--- config.mk ---
export PLATFORM = sky130hd
export DESIGN_NAME = reaction_game_ctrl
export DESIGN_NICKNAME = d
export VERILOG_FILES = /design/src/rtl/rt_pkg.sv /design/src/rtl/rt_bcd_counter.sv /design/src/rtl/reaction_game_ctrl.sv
export SDC_FILE = /design/constraint.sdc
export NUM_CORES = 1
export LEC_CHECK = 0
export ABC_CLOCK_PERIOD_IN_PS = 3660
export CORE_MARGIN = 8
export CORE_UTILIZATION = 60
export DETAILED_ROUTE_END_ITERATION = 16
export GPL_TIMING_DRIVEN = 0
export PLACE_DENSITY = 0.81
export REMOVE_ABC_BUFFERS = 1
export SLEW_MARGIN = 20
export SYNTH_ARGS = -nofsm -noshare
export SYNTH_HDL_FRONTEND = slang
export SYNTH_SLANG_ARGS = --single-unit
export TNS_END_PERCENT = 1
--- constraint.sdc ---
create_clock -name clk -period 3.66 [get_ports clk]
set_input_delay 0.549 -clock clk [delete_from_list [all_inputs] [get_ports clk]]
set_output_delay 0.549 -clock clk [all_outputs]
set_load 0.01 [all_outputs]
--- src/rtl/rt_pkg.sv ---
// Shared types and constants for the reaction-time game sequencer.
//  state_e    : game FSM states
//  LFSR_SEED  : reset value of the 16-bit delay LFSR
//  LFSR_TAPS  : Fibonacci tap mask (taps 16,14,13,11 -> bits 15,13,12,10)
//  BCD_MAX    : saturation value of the 4-digit BCD time counter
package rt_pkg;

    localparam int unsigned LFSR_W = 16;
    localparam int unsigned BCD_W  = 16;

    localparam logic [LFSR_W-1:0] LFSR_SEED = 16'hACE1;
    localparam logic [LFSR_W-1:0] LFSR_TAPS = 16'hB400;
    localparam logic [BCD_W-1:0]  BCD_MAX   = 16'h9999;

    typedef enum logic [2:0] {
        IDLE,
        ARM,
        RUN,
        DONE,
        FOUL
    } state_e;

    // One Fibonacci step: shift left, feedback is the parity of the tapped bits.
    function automatic logic [LFSR_W-1:0] lfsr_next(input logic [LFSR_W-1:0] s);
        return {s[LFSR_W-2:0], ^(s & LFSR_TAPS)};
    endfunction

endpackage

--- src/rtl/rt_bcd_counter.sv ---
// 4-digit BCD counter used for the reaction time.
//  clk, rst_n : clock, async active-low reset
//  clr_i      : synchronous clear to 0000 (has priority over inc_i)
//  inc_i      : increment by one, per-digit 9->0 with carry; held at 9999
//  bcd_o      : registered count, [15:12] = thousands
//  sat_o      : registered flag, high while the count is 9999
module rt_bcd_counter
    import rt_pkg::*;
(
    input  logic             clk,
    input  logic             rst_n,
    input  logic             clr_i,
    input  logic             inc_i,
    output logic [BCD_W-1:0] bcd_o,
    output logic             sat_o
);

    localparam int unsigned DIGITS = BCD_W / 4;

    logic [BCD_W-1:0] cnt_q, cnt_d;
    logic             sat_q;
    logic             carry;

    // Ripple the increment through the digits; saturated count never wraps.
    always_comb begin
        cnt_d = cnt_q;
        carry = 1'b1;
        if (clr_i) begin
            cnt_d = '0;
        end else if (inc_i && !sat_q) begin
            for (int i = 0; i < int'(DIGITS); i++) begin
                if (carry) begin
                    if (cnt_q[4*i +: 4] == 4'd9) begin
                        cnt_d[4*i +: 4] = 4'd0;
                    end else begin
                        cnt_d[4*i +: 4] = cnt_q[4*i +: 4] + 4'd1;
                        carry           = 1'b0;
                    end
                end
            end
        end
    end

    always_ff @(posedge clk or negedge rst_n) begin
        if (!rst_n) begin
            cnt_q <= '0;
            sat_q <= 1'b0;
        end else begin
            cnt_q <= cnt_d;
            sat_q <= (cnt_d == BCD_MAX);
        end
    end

    assign bcd_o = cnt_q;
    assign sat_o = sat_q;

endmodule

--- src/rtl/reaction_game_ctrl.sv ---
// Reaction-time game sequencer: random pre-LED delay after START, then a
// millisecond BCD count until REACT; flags false starts and timeouts.
//  clk, rst_n      : clock, async active-low reset
//  start_btn       : raw async start button (active high)
//  react_btn       : raw async react button (active high)
//  led             : stimulus LED, high only in RUN
//  time_bcd[15:0]  : running / final time, 4 BCD digits
//  result_valid    : 1-cycle pulse when a result (normal or timeout) is latched
//  foul            : high in FOUL (react before LED)
//  timeout         : high in DONE when the count saturated at 9999
//  busy            : high in ARM or RUN
//  best_bcd[15:0]  : best valid time
// Optional feature macro RT_BEST_TIME_EN: keeps a best-time register;
// without it best_bcd is the constant 9999.
module reaction_game_ctrl
    import rt_pkg::*;
#(
    parameter int unsigned CLK_HZ       = 10_000_000,
    parameter int unsigned TICK_HZ      = 1_000,
    parameter int unsigned MIN_DELAY_MS = 1000,
    parameter int unsigned RAND_BITS    = 11
) (
    input  logic             clk,
    input  logic             rst_n,
    input  logic             start_btn,
    input  logic             react_btn,
    output logic             led,
    output logic [BCD_W-1:0] time_bcd,
    output logic             result_valid,
    output logic             foul,
    output logic             timeout,
    output logic             busy,
    output logic [BCD_W-1:0] best_bcd
);

    localparam int unsigned TICK_DIV = CLK_HZ / TICK_HZ;
    localparam int unsigned PRE_W    = $clog2(TICK_DIV);
    localparam int unsigned DLY_W    = $clog2(MIN_DELAY_MS + (1 << RAND_BITS));

    state_e            state_q, state_d;
    logic [2:0]        start_sync_q, react_sync_q;
    logic              start_rise_c, react_rise_c;
    logic [PRE_W-1:0]  presc_q;
    logic              tick_c, presc_clr_c;
    logic [LFSR_W-1:0] lfsr_q;
    logic [DLY_W-1:0]  delay_q, delay_d;
    logic              led_q, result_valid_q, foul_q, timeout_q, busy_q;
    logic              result_valid_d, timeout_d;
    logic              cnt_clr_c, cnt_inc_c, cnt_sat;
    logic [BCD_W-1:0]  cnt_bcd;

    // Two flops of synchronisation plus one of history for edge detection.
    always_ff @(posedge clk or negedge rst_n) begin
        if (!rst_n) begin
            start_sync_q <= '0;
            react_sync_q <= '0;
        end else begin
            start_sync_q <= {start_sync_q[1:0], start_btn};
            react_sync_q <= {react_sync_q[1:0], react_btn};
        end
    end

    assign start_rise_c = start_sync_q[1] & ~start_sync_q[2];
    assign react_rise_c = react_sync_q[1] & ~react_sync_q[2];

    // Tick prescaler; restarted on ARM/RUN entry so the first tick is a full period later.
    assign tick_c = (presc_q == PRE_W'(TICK_DIV - 1));

    always_ff @(posedge clk or negedge rst_n) begin
        if (!rst_n) begin
            presc_q <= '0;
        end else if (presc_clr_c || tick_c) begin
            presc_q <= '0;
        end else begin
            presc_q <= presc_q + PRE_W'(1);
        end
    end

    // Free-running delay LFSR.
    always_ff @(posedge clk or negedge rst_n) begin
        if (!rst_n) begin
            lfsr_q <= LFSR_SEED;
        end else begin
            lfsr_q <= lfsr_next(lfsr_q);
        end
    end

    // FSM next state; react wins over a coincident tick in ARM and RUN.
    always_comb begin
        state_d        = state_q;
        delay_d        = delay_q;
        timeout_d      = timeout_q;
        result_valid_d = 1'b0;
        presc_clr_c    = 1'b0;
        cnt_clr_c      = 1'b0;
        cnt_inc_c      = 1'b0;
        case (state_q)
            IDLE, DONE, FOUL: begin
                if (start_rise_c) begin
                    state_d     = ARM;
                    delay_d     = DLY_W'(MIN_DELAY_MS) + DLY_W'(lfsr_q[RAND_BITS-1:0]);
                    timeout_d   = 1'b0;
                    presc_clr_c = 1'b1;
                end
            end
            ARM: begin
                if (react_rise_c) begin
                    state_d = FOUL;
                end else if (tick_c) begin
                    if (delay_q == DLY_W'(1)) begin
                        state_d     = RUN;
                        cnt_clr_c   = 1'b1;
                        presc_clr_c = 1'b1;
                    end else begin
                        delay_d = delay_q - DLY_W'(1);
                    end
                end
            end
            RUN: begin
                if (react_rise_c) begin
                    state_d        = DONE;
                    result_valid_d = 1'b1;
                end else if (tick_c) begin
                    if (cnt_sat) begin
                        state_d        = DONE;
                        timeout_d      = 1'b1;
                        result_valid_d = 1'b1;
                    end else begin
                        cnt_inc_c = 1'b1;
                    end
                end
            end
            default: begin
                state_d = IDLE;
            end
        endcase
    end

    always_ff @(posedge clk or negedge rst_n) begin
        if (!rst_n) begin
            state_q        <= IDLE;
            delay_q        <= '0;
            led_q          <= 1'b0;
            result_valid_q <= 1'b0;
            foul_q         <= 1'b0;
            timeout_q      <= 1'b0;
            busy_q         <= 1'b0;
        end else begin
            state_q        <= state_d;
            delay_q        <= delay_d;
            led_q          <= (state_d == RUN);
            result_valid_q <= result_valid_d;
            foul_q         <= (state_d == FOUL);
            timeout_q      <= timeout_d;
            busy_q         <= (state_d == ARM) || (state_d == RUN);
        end
    end

    rt_bcd_counter u_bcd_counter (
        .clk   (clk),
        .rst_n (rst_n),
        .clr_i (cnt_clr_c),
        .inc_i (cnt_inc_c),
        .bcd_o (cnt_bcd),
        .sat_o (cnt_sat)
    );

`ifdef RT_BEST_TIME_EN
    logic [BCD_W-1:0] best_q, best_d;

    // Only a react result can improve the best; BCD orders like binary.
    always_comb begin
        best_d = best_q;
        if (result_valid_d && !timeout_d && (cnt_bcd < best_q)) begin
            best_d = cnt_bcd;
        end
    end

    always_ff @(posedge clk or negedge rst_n) begin
        if (!rst_n) begin
            best_q <= BCD_MAX;
        end else begin
            best_q <= best_d;
        end
    end

    assign best_bcd = best_q;
`else
    assign best_bcd = BCD_MAX;
`endif

    assign led          = led_q;
    assign time_bcd     = cnt_bcd;
    assign result_valid = result_valid_q;
    assign foul         = foul_q;
    assign timeout      = timeout_q;
    assign busy         = busy_q;

endmodule

* After elaboration in Yosys (flattened, before gate mapping)
Cells that the tools add are included.
Widths: inputs -> output; s select.
** Cells by class
- $add $sub $neg :: 7
- Equality and inequality tests :: 21
- Muxes and demuxes :: 53
- Bitwise operators :: 4
- Reductions and logical operators :: 11
** Operator list (number)
- $mux 12 :: 4
- $mux 16 :: 2
- $mux 1 :: 28
- $mux 4 :: 7
- $pmux 12 s2 :: 1
- $mux 3 :: 7
- $add 4x1->4 const B :: 4
- $eq 16x16->1 const B :: 1
- $eq 4x4->1 const B :: 4
- $reduce_xor 16->1 :: 1
- $add 14x1->14 const B :: 1
- $eq 14x14->1 const B :: 1
- $mux 14 :: 1
- $add 10x11->12 const A :: 1
- $eq 12x1->1 const B :: 1
- $ne 2x2->1 const B :: 6
- $sub 12x1->12 const B :: 1
- $reduce_and 5->1 :: 2
- $eq 3x2->1 const B :: 3
- $pmux 3 s3 :: 1
- $eq 3x1->1 const B :: 2
- $eq 3x3->1 const B :: 2
- $pmux 1 s2 :: 2
- $reduce_bool 2->1 :: 2
- other kinds (8) :: 11
** Storage, ports and cells
- Register bits after elaboration :: 73
- Input bits :: 4
- Word-level logic and storage cells :: 109

* Logic depth before layout (Yosys ltp)
- Word-level depth :: 17
- Mapped depth :: 10
- Mapped depth without buffers :: 9

* By module
A second synthesis with hierarchy kept.
** Unflattened totals
- Cell total of the unflattened synthesis :: 383
- Area total of the unflattened synthesis :: 3878.7 um2
** By module, submodules not included
- reaction_game_ctrl :: times used 1, cells an instance 264, area each 2748.9 um2, sequential area each 1411.4 um2
- rt_bcd_counter :: times used 1, cells an instance 119, area each 1129.8 um2, sequential area each 425.4 um2

* Least setup slack after synthesis
OpenSTA, ideal clock, no wires.
- Path type :: register to register
- Start :: register u_bcd_counter.cnt_q[1] (netlist: u_bcd_counter.bcd_o[1])
- End :: register u_bcd_counter.sat_q (netlist: u_bcd_counter.sat_o)
- Library setup time :: 121 ps
- Data arrival time :: 2192 ps
- Setup slack :: 1348 ps
- Cell stages (with the launch flop) :: 11
- Path buffers :: 1
- Path through :: dfrtp_1 inv_1 ha_1 and3b_1 clkbuf_1 nand3_1 nor4_4 nand3_4 or2_1 a31oi_1 and4b_1
** On the way
- Longest elaborated chain between the ends :: 14
** Ends and longest elaborated chain
- from (decl) :: RTL line rt_bcd_counter.sv:20 : logic [BCD_W-1:0] cnt_q, cnt_d;
- from (signal assigned) :: RTL line rt_bcd_counter.sv:49 : cnt_q <= cnt_d;
- $eq 4x4->1 :: RTL line rt_bcd_counter.sv:33 : if (cnt_q[4*i +: 4] == 4'd9) begin
- $mux 1 :: RTL line rt_bcd_counter.sv:33
- $mux 1 :: RTL line rt_bcd_counter.sv:30 : end else if (inc_i && !sat_q) begin
- $mux 1 :: RTL line rt_bcd_counter.sv:28 : if (clr_i) begin
- $mux 1 :: RTL line rt_bcd_counter.sv:32 : if (carry) begin
- $mux 1 :: RTL line rt_bcd_counter.sv:30
- $mux 1 :: RTL line rt_bcd_counter.sv:28
- $mux 1 :: RTL line rt_bcd_counter.sv:32
- $mux 1 :: RTL line rt_bcd_counter.sv:30
- $mux 1 :: RTL line rt_bcd_counter.sv:28
- $mux 4 :: RTL line rt_bcd_counter.sv:32
- $mux 16 (*) :: RTL line rt_bcd_counter.sv:30
- $mux 16 (*) :: RTL line rt_bcd_counter.sv:28
- $eq 16x16->1 (*) :: RTL line rt_bcd_counter.sv:50 : sat_q <= (cnt_d == BCD_MAX);
- to (signal assigned) :: RTL line rt_bcd_counter.sv:50
- to (decl) :: RTL line rt_bcd_counter.sv:21 : logic sat_q;
Mark *: on every way between the ends. The rest lies on a longest branch, timed or not. The select of a mux whose other input is x is not followed.
A chain may end at the register's enable or synchronous reset.

* Final worst setup path
- Start :: register state_q[2]
- End :: register u_bcd_counter.sat_q (netlist: u_bcd_counter.sat_o)
** On the way
- Longest elaborated chain between the ends :: 6
** Ends and longest elaborated chain
- from (decl) :: RTL line reaction_game_ctrl.sv:40 : state_e state_q, state_d;
- from (signal assigned) :: RTL line reaction_game_ctrl.sv:149 : state_q <= state_d;
- $eq 3x2->1 :: RTL line reaction_game_ctrl.sv:97 : case (state_q)
- $mux 1 :: RTL line reaction_game_ctrl.sv:97
- $logic_and 1x1->1 :: RTL line rt_bcd_counter.sv:30
- $mux 16 :: RTL line rt_bcd_counter.sv:30
- $mux 16 (*) :: RTL line rt_bcd_counter.sv:28
- $eq 16x16->1 (*) :: RTL line rt_bcd_counter.sv:50
Mark *: on every way between the ends. The rest lies on a longest branch, timed or not.

==> impl_results.md <==
* Gates resized, CTS repair at 0
* Final setup fails at 0
* Crit end category: register
* First-pass GRT wire length at 12.1 mm
* Non-Filler Instances at 480
* Crit path DAT at 3110 ps
* Vias at 2703
* Most used DFF post-synth: dfrtp_1
* Outcome: finished clean
* Fmax at 348 MHz
* Antenna diodes at 0
* Critical path required time at 3900 ps
* CTS H-tree lvls at 3
* Total grt overflow at 0
* # port buffers at 24
* # rows at 28
* Setup bufs post-CTS at 0
* CTS max path bufs at 2
* Hold Slack at 135 ps
* Syn Area/Cell at 9.78 µm²
* FFs w/ async S/R, synth at 1.00
* Post-synthesis compound-gate area fraction at 0.109
* Initial Utilization at 0.621
* DRC Markers at 0
* Final TNS setup at 0 ps
* Least-Margin Pin Slew at 745 ps
* Vias in the first global route at 2685
* Core ar. at 5920 µm²
* EDFF count, synth at 0
* Pins over their slew limit at 0
* R2R depth at 7
* Worst vdd ir at 301 µV
* Placed cells at 464
* Chip width at 94.3 µm
* Simple-Gate Fraction of Synth Area at 0.234
* Max_cap viols at 0
* Wire per inst at 14.9 µm
* Reg2reg end: u_bcd_counter.sat_o
* Area delta synth->final at 12.6%
* Clock latency on the worst-skew pair at 350 ps
* Setup Skew at 9.97 ps
* Total Routing Usage GR at 0.170
* Final core occ at 0.699
* Inserted Clock Buffers at 9
* CTS Sinks at 73
* Hold buffer count at CTS at 0
* RePlAce Congestion at 0.774
* Hold WC Path Type: in2async
* WS Path Type: reg2reg
* Post-layout nets at 410
* YS warnings at 0
* P per Cell Area at 475 nW/µm²
* Area of the mapped netlist at 3680 µm²
* DIE AREA at 8890 µm²
* Post-route ant nets at 0
* CP Max Fanout at 17
* Vias/cell at 5.63
* Initial antenna violation count at 0
* #FFs+latches synth at 73
* CTS clk-pin slew, worst paths at 80 ps
* Post-Synth Adder-Cell Area at 0.0204
* # IOs at 41
* Mux contribution to synthesized area at 0.00851
* HPWL reported at the end of detailed placement at 5.03 mm
* Xor/xnor cell area share of the yosys netlist at 0.0715
* Drt pass-1 iters at 4
* Final min period at 2870 ps
* FF-to-FF Start: state_q[2]
* Tot Pwr at 1.97 mW
* Main combinational cell family by area after synthesis: simple AND/OR/NAND/NOR gates
* Slew margin rel. at 0.502
* Root Buffer: clkbuf_8
* Post-synth cell types at 52
* Register area share after synthesis at 0.499
* R2R setup slack at 790 ps
* Synthesized instance count at 376
* Crit start category: register
* Initial drt markers at 170
* Final Hold Vio Count at 0
* Layout cells sized above 1 at 0.0914
* RSZ-0062 raised after global routing: false
* DRT Wirelength at 7.13 mm
* TritonCTS clock tree: yes
* Period utilization at 0.784
* Largest net degree at the start of global routing at 39
* Die Span Y at 94.3 µm
* Leakage power at 1.81 nW
-- cell usage in the layout, fill, tap and decap left out, types with 3 or more instances in the layout --
cell type,count
nor4_1,3
nand3_1,11
dfstp_2,8
nand2_1,35
dfrtp_1,65
conb_1,16
a21oi_1,21
nor2_1,44
nand4_1,6
nand2b_1,6
inv_1,11
o21ai_0,22
ha_1,6
o22ai_1,5
nor2b_1,5
or3_1,4
a22o_1,7
xor2_1,13
clkbuf_8,10
nor3_1,11
clkdlybuf4s50_1,23
and4_1,3
xnor2_1,17
and3_1,6
-- metal layers --
| metal | GRT usage | wire (µm) | share of wire |
|---|---|---|---|
| met3 | 0.0472 | 374 | 0.052 |
| met2 | 0.294 | 3560 | 0.50 |
| met4 | 0.0713 | 105 | 0.015 |
| met1 | 0.192 | 3090 | 0.43 |
| met5 | 0 | 0 | 0 |
-- layout make-up --
cell class	count	area, µm²
flip-flops and latches	73	1840
fillers	431	1780
multi-input cells	279	1700
repair buffers	26	269
clock buffers	11	141
well taps	75	93.8
clock inverters	5	55.1
inverters	11	41.3
-- Yosys cell counts (all sizes together), types with 2 or more instances --
master,instances,area share
a21oi,21,0.029
a22o,7,0.017
a31oi,2,0.0034
and2,2,0.0034
and3,6,0.010
and4,3,0.0071
buf,16,0.033
clkbuf,11,0.011
conb,2,0.0020
dfrtp,65,0.44
dfstp,8,0.057
ha,6,0.020
inv,11,0.011
mux2i,2,0.0054
nand2,35,0.036
nand2b,6,0.010
nand3,12,0.020
nand3b,3,0.0095
nand4,7,0.016
nor2,45,0.046
nor2b,6,0.010
nor3,12,0.018
nor3b,2,0.0041
nor4,5,0.017
o21ai,22,0.030
o22ai,6,0.010
or3,4,0.0068
or4,2,0.0041
xnor2,17,0.040
xor2,13,0.031
-- per-stage QoR --
stage,setup WS [ps],area [µm²]
2_1_floorplan,1010,3570
3_3_place_gp,-358,3900
3_5_place_dp,441,3940
4_1_cts,416,4130
5_1_grt,549,4140
6_report,790,4140
-- how the worst max path moves through the flow --
| stage | start | cells after the start | endpoint |
|---|---|---|---|
| finish | state_q[2] | 7 | u_bcd_counter.sat_o |
| CTS | delay_q[1] | 9 | u_bcd_counter.sat_o |
| floorplan | presc_q[7] | 7 | delay_q[10] |
| global route | state_q[2] | 7 | u_bcd_counter.sat_o |
| global placement | rst_n | 1 | lfsr_q[14] |
| detailed placement | delay_q[1] | 9 | u_bcd_counter.sat_o |
-- state kept, by name, indices dropped and copies added (netlist names) --
register and count:
foul 1, react_sync_q 3, u_bcd_counter.bcd_o 16, lfsr_q 16
timeout 1, result_valid 1, u_bcd_counter.sat_o 1, state_q 3
led 1, busy 1, start_sync_q 3, presc_q 14
delay_q 12
-- report_power, final --
part	internal (mW)	switching [mW]	total [mW]	leakage [nW]
Combinational	0.149	0.213	0.362	0.776
Sequential	0.888	0.0830	0.971	0.934
Clock	0.331	0.303	0.634	0.0953
-- cells by family after synthesis --
logic type      after synthesis
simple gates                157
compound gates               67
flops                        73
xor+xnor                     30
other cells                   2
fa+ha+maj                     6
mux                           3
buf+inv                      38
-- worst max-delay path, cell delays in order, from the launching register on --
cell and delay, ps:
dfrtp_1 420, and2b_1 300, nand2b_1 310, or3_1 510, nor2_2 570, o21ai_0 180
and4_1 250, and4b_1 200
(Power assumes the default switching activity.)
